`src/rtl/multicycle_core.sv`:
```
// Multicycle 16-bit-instruction core: FETCH/DECODE/EXECUTE/WRITEBACK/HALT over an 8-entry register file.
// Optional: define MULTICYCLE_CORE_ZERO_REG_EN to hard-wire r0 to zero.
module multicycle_core #(
    parameter int unsigned DATA_W = 16,
    parameter int unsigned PC_W   = 10
) (
    input  logic              clk,
    input  logic              reset,
    output logic              imem_req,
    output logic [PC_W-1:0]   imem_addr,
    input  logic              imem_ack,
    input  logic [15:0]       imem_data,
    output logic [PC_W-1:0]   pc,
    output logic              halted,
    output logic              wb_en,
    output logic [2:0]        wb_addr,
    output logic [DATA_W-1:0] wb_data
);

    localparam int unsigned NUM_REGS = 8;

`ifdef MULTICYCLE_CORE_ZERO_REG_EN
    localparam bit ZERO_REG = 1'b1;
`else
    localparam bit ZERO_REG = 1'b0;
`endif

    localparam logic [2:0] OP_ADD  = 3'b000;
    localparam logic [2:0] OP_SUB  = 3'b001;
    localparam logic [2:0] OP_ADDI = 3'b010;
    localparam logic [2:0] OP_SUBI = 3'b011;
    localparam logic [2:0] OP_BEQ  = 3'b100;
    localparam logic [2:0] OP_HALT = 3'b111;

    typedef enum logic [2:0] {
        S_FETCH,
        S_DECODE,
        S_EXECUTE,
        S_WRITEBACK,
        S_HALT
    } state_t;

    state_t            state;
    logic [15:0]       ir;
    logic [DATA_W-1:0] regs [NUM_REGS];
    logic [DATA_W-1:0] op_a;
    logic [DATA_W-1:0] op_b;

    logic [2:0]        op;
    logic [2:0]        rd;
    logic [2:0]        rs;
    logic [2:0]        rt;
    logic [3:0]        imm4;
    logic [15:0]       imm7_ext;
    logic [DATA_W-1:0] alu_c;
    logic [PC_W-1:0]   pc_inc_c;
    logic [PC_W-1:0]   br_target_c;

    always_comb begin
        op       = ir[15:13];
        rd       = ir[12:10];
        rs       = ir[9:7];
        rt       = ir[2:0];
        imm4     = ir[3:0];
        imm7_ext = {{9{ir[6]}}, ir[6:0]};
    end

    assign imem_addr   = pc;
    assign pc_inc_c    = pc + PC_W'(1);
    // Sign-extended offset truncated to PC_W gives modulo-2^PC_W branch arithmetic.
    assign br_target_c = pc_inc_c + PC_W'(imm7_ext);

    always_comb begin
        alu_c = '0;
        case (op)
            OP_ADD:  alu_c = op_a + op_b;
            OP_SUB:  alu_c = op_a - op_b;
            OP_ADDI: alu_c = op_a + DATA_W'(imm4);
            OP_SUBI: alu_c = op_a - DATA_W'(imm4);
            default: alu_c = '0;
        endcase
    end

    function automatic logic [DATA_W-1:0] read_reg(input logic [2:0] idx);
        if (ZERO_REG && (idx == 3'd0)) begin
            return '0;
        end
        return regs[idx];
    endfunction

    // Control FSM; every output is a register updated alongside the state.
    always_ff @(posedge clk or posedge reset) begin
        if (reset) begin
            state    <= S_FETCH;
            pc       <= '0;
            ir       <= '0;
            op_a     <= '0;
            op_b     <= '0;
            imem_req <= 1'b1;
            halted   <= 1'b0;
            wb_en    <= 1'b0;
            wb_addr  <= '0;
            wb_data  <= '0;
            for (int i = 0; i < NUM_REGS; i++) begin
                regs[i] <= '0;
            end
        end else begin
            wb_en <= 1'b0;
            case (state)
                S_FETCH: begin
                    if (imem_ack) begin
                        ir       <= imem_data;
                        imem_req <= 1'b0;
                        state    <= S_DECODE;
                    end
                end
                S_DECODE: begin
                    op_a  <= read_reg(rs);
                    op_b  <= (op == OP_BEQ) ? read_reg(rd) : read_reg(rt);
                    state <= S_EXECUTE;
                end
                S_EXECUTE: begin
                    case (op)
                        OP_ADD, OP_SUB, OP_ADDI, OP_SUBI: begin
                            wb_en   <= 1'b1;
                            wb_addr <= rd;
                            wb_data <= alu_c;
                            state   <= S_WRITEBACK;
                        end
                        OP_BEQ: begin
                            pc       <= (op_a == op_b) ? br_target_c : pc_inc_c;
                            imem_req <= 1'b1;
                            state    <= S_FETCH;
                        end
                        OP_HALT: begin
                            halted <= 1'b1;
                            state  <= S_HALT;
                        end
                        default: begin
                            pc       <= pc_inc_c;
                            imem_req <= 1'b1;
                            state    <= S_FETCH;
                        end
                    endcase
                end
                S_WRITEBACK: begin
                    // Commit happens on leaving WRITEBACK so a reset during it aborts the write.
                    if (!(ZERO_REG && (wb_addr == 3'd0))) begin
                        regs[wb_addr] <= wb_data;
                    end
                    pc       <= pc_inc_c;
                    imem_req <= 1'b1;
                    state    <= S_FETCH;
                end
                S_HALT: begin
                    state <= S_HALT;
                end
                default: begin
                    imem_req <= 1'b1;
                    state    <= S_FETCH;
                end
            endcase
        end
    end

endmodule

```
`config.mk`:
```
export PLATFORM = sky130hd
export DESIGN_NAME = multicycle_core
export DESIGN_NICKNAME = d
export VERILOG_FILES = /design/src/rtl/multicycle_core.sv
export SDC_FILE = /design/constraint.sdc
export NUM_CORES = 1
export LEC_CHECK = 0
export CORE_AREA = 8 8 183 142
export CTS_BUF_LIST = sky130_fd_sc_hd__clkbuf_8 sky130_fd_sc_hd__clkbuf_16
export CTS_CLUSTER_DIAMETER = 40
export CTS_CLUSTER_SIZE = 14
export DETAILED_ROUTE_END_ITERATION = 6
export DIE_AREA = 0 0 191 150
export GPL_ROUTABILITY_DRIVEN = 0
export PLACE_DENSITY = 0.78
export SLEW_MARGIN = 20
export SYNTH_ARGS = -nofsm -noshare
export SYNTH_HDL_FRONTEND = slang
export SYNTH_SLANG_ARGS = --single-unit
```
`constraint.sdc`:
```
create_clock -name clk -period 9.97 [get_ports clk]
set_input_delay 2.991 -clock clk [delete_from_list [all_inputs] [get_ports clk]]
set_output_delay 2.991 -clock clk [all_outputs]
set_load 0.02 [all_outputs]
```
==> results by group <==
Clocking
  • CTS resizes: 0
  • H-Tree Depth: 1
  • Clk root buf: clkbuf_16
  • TritonCTS clock tree: done
  • CTS sink cnt: 211
  • Total clock buffers created by CTS: 31
  • Longest Clk Path Bufs: 3
  • Clk slew on worst S/H paths: 50 ps
  • Clock latency on the worst-skew pair: 560 ps
  • Postcts setup bufs: 0
  • Post-CTS Hold Fix Bufs: 0

Timing
  • Slew Viols, Final: 0
  • # setup viols final: 0
  • Slew headroom: 23.7%
  • TNS Setup: 0 ps
  • Period Utilization, post-route: 48.9%
  • Max Clock Skew: 23.8 ps
  • Peak Freq: 205 MHz
  • Worst Tran Pin Value: 1140 ps
  • Final hold vios: 0
  • RSZ-0062 raised after global routing: false
  • Final min period: 4880 ps

Yosys
  • Area contributors post-synth: dfrtp_1, mux4_2, mux2_2, ha_1, o21ai_0
  • Sequential area share after synthesis: 38.9%
  • Unique masters post-synth: 61
  • Dominant synthesized flop cell: dfrtp_1
  • Dominant cell type by area after synthesis: dfrtp_1
  • Ys Warns: 0
  • Asr flop ratio synth: 100%
  • Syn Area/Cell: 11.5 sq um
  • Synth Instances: 1177
  • Post-synth EDFFs: 0
  • Cell area after synthesis: 13600 sq um
  • Synth Net Count: 1242
  • Share of the synthesized area in the top cell type: 38.7%
  • Yosys reg bits: 211

Routing
  • Via Count: 10200
  • Vias/cell: 6.58
  • Drc violations: 0
  • Post-route ant nets: 0
  • WL/cell: 23.5 um
  • 1st-pass router iterations: 5
  • Initial DRC count: 1080
  • Drt total wl: 36400 um

Worst setup path
  • Reg2Reg Setup Slack: 5570 ps
  • WP data required: 6980 ps
  • Crit path launch type: flop
  • Critical path fanouts, max: 10
  • CP max-delay cell: clkdlybuf4s50_1
  • CP cell instances: clkdlybuf4s50_1
  • CP delay by family, top: buffers and inverters
  • Buffers & Inverters on Critical Path: 1
  • Critical Path End Type: output port
  • Largest stage delay, worst path: 700 ps
  • WS Path Type: flop to output port
  • Arr. time, crit path: 1890 ps
  • Reg2reg end: wb_data[9]
  • FF-to-FF path depth: 13
  • RR Startpoint: ir[1]

Layout
  • Area growth, synth to finish: 14.0%
  • Area of the multi-input gates: 7870 sq um
  • Final core occ: 66.7%
  • Nets: 1281
  • Storage cell area: 5290 sq um
  • Layout cells sized above 1: 28.1%
  • Fill cell count: 1682

Pwr
  • Pwr/cell area: 403 nW/um^2
  • Static leakage: 6.71 nW
  • Maximum VDD drop: 255 uV
  • Final Total Pwr: 0.00624 W

Floorplan
  • Initial Util: 58.5%
  • Chip height: 150 um
  • Die area: 28700 sq um
  • Core ar.: 23200 sq um
  • Chip width: 191 um
  • Row Count: 49
  • Ports: 61

Placement
  • Post-DP HPWL: 24000 um
  • IO Port Bufs: 60

Global route
  • Overflow after GRT: 0
  • Initial antenna violation count: 0
  • Largest net degree at the start of global routing: 94
  • Total GRT Usage: 25.6%
  • First-pass GRT wire length: 57100 um
  • Vias in the first global route: 9992

Worst hold path
  • Worst Hold Endpoint: halted
  • Worst Hold Depth: 1
  • Worst min path class: flop to flop
  • HP Start: halted

Run status
  • Status: complete, no violations

Flow run
  • Max-cap violations: 0
## layout by cell type (no fill, tap or decap), types with 31 or more instances in the layout
master and n:
xnor2_1 38, mux4_2 96, mux2i_1 38, inv_1 34
nand2_1 98, o21ai_0 107, a21oi_1 51, dfrtp_1 207
clkdlybuf4s50_1 60, ha_1 43, nor2_1 52, mux2_2 158
clkbuf_16 31
## registers in the layout, indices dropped and copies added, names as in the netlist
name / count
wb_addr: 3
imem_addr: 10
imem_req: 1
wb_data: 16
op_b: 16
ir: 16
state: 3
regs: 128
op_a: 16
wb_en: 1
halted: 1
## kinds of logic (layout without fill, tap and decap cells)
family,after synthesis,count (layout),share of synthesized area (%)
multiplexers,292,292,31.8
AND/OR/NAND/NOR,239,239,8.44
AO/OA/AOI/OAI,233,233,10.1
flip-flops,211,211,38.9
buffers and inverters,109,171,3.42
XOR/XNOR,47,47,3.03
adder cells (fa/ha/maj),46,46,4.40
other,0,1,0
## per-stage QoR
step	hold slack [ps]	area (sq um)	worst slack [ps]	cells
after floorplan	450	13600	1210	1177
after global placement	469	14400	5090	1489
after detailed placement	486	14400	5060	1489
after CTS	497	15500	5090	1545
after global routing	525	15500	5020	1545
final	490	15500	5090	1546
## how the worst max path moves through the flow
stage,start,endpoint,slack [ps],cells after the start
floorplan,reset,halted,1210,1
global placement,imem_ack,ir[10],5090,4
detailed placement,imem_ack,ir[8],5060,4
CTS,wb_data[13],wb_data[13],5090,1
global route,wb_data[12],wb_data[12],5020,1
finish,wb_data[11],wb_data[11],5090,1
## power breakdown
group	internal (W)	switching, W	total [W]
clock	0.000673	0.000419	0.00109
sequential	0.00120	0.000495	0.00169
combinational	0.00165	0.00181	0.00346
total	0.00352	0.00272	0.00624
## per-layer routing
metal	part of all wire [%]	GRT usage, %	up-vias
li1	-	-	4495
met1	42	35.6	5079
met2	45	38.5	537
met3	11	7.64	64
met4	2.4	7.20	0
met5	0	0	-
## cell type report
| class | instances | share of cell area (%) |
|---|---|---|
| diodes | 1 | 0.0162 |
| well taps | 306 | 2.47 |
| clock buffers | 34 | 5.28 |
| inverters | 34 | 0.872 |
| flip-flops and latches | 211 | 34.1 |
| repair buffers | 81 | 4.90 |
| clock inverters | 22 | 1.51 |
| multi-input cells | 857 | 50.8 |
## Yosys cell counts (all sizes together) (2+ instances only)
cell type  count
dfrtp        210
mux2         158
o21ai        108
nand2         99
mux4          96
nor2          53
a21oi         51
clkbuf        45
ha            43
mux2i         38
xnor2         38
inv           34
buf           30
nand3         19
nor3          14
a211oi        11
nor2b         10
xor2           9
a21o           8
nand2b         8
o21a           8
a31oi          7
a22oi          6
o211ai         6
nor4           5
o21bai         5
or3            5
and3           4
nand4          4
nor3b          4
o31ai          4
fa             3
nand3b         3
o32a           3
or4            3
a21boi         2
a221oi         2
nand4b         2
o221ai         2
o22ai          2
o31a           2
Power figures use the tool's default switching activity.
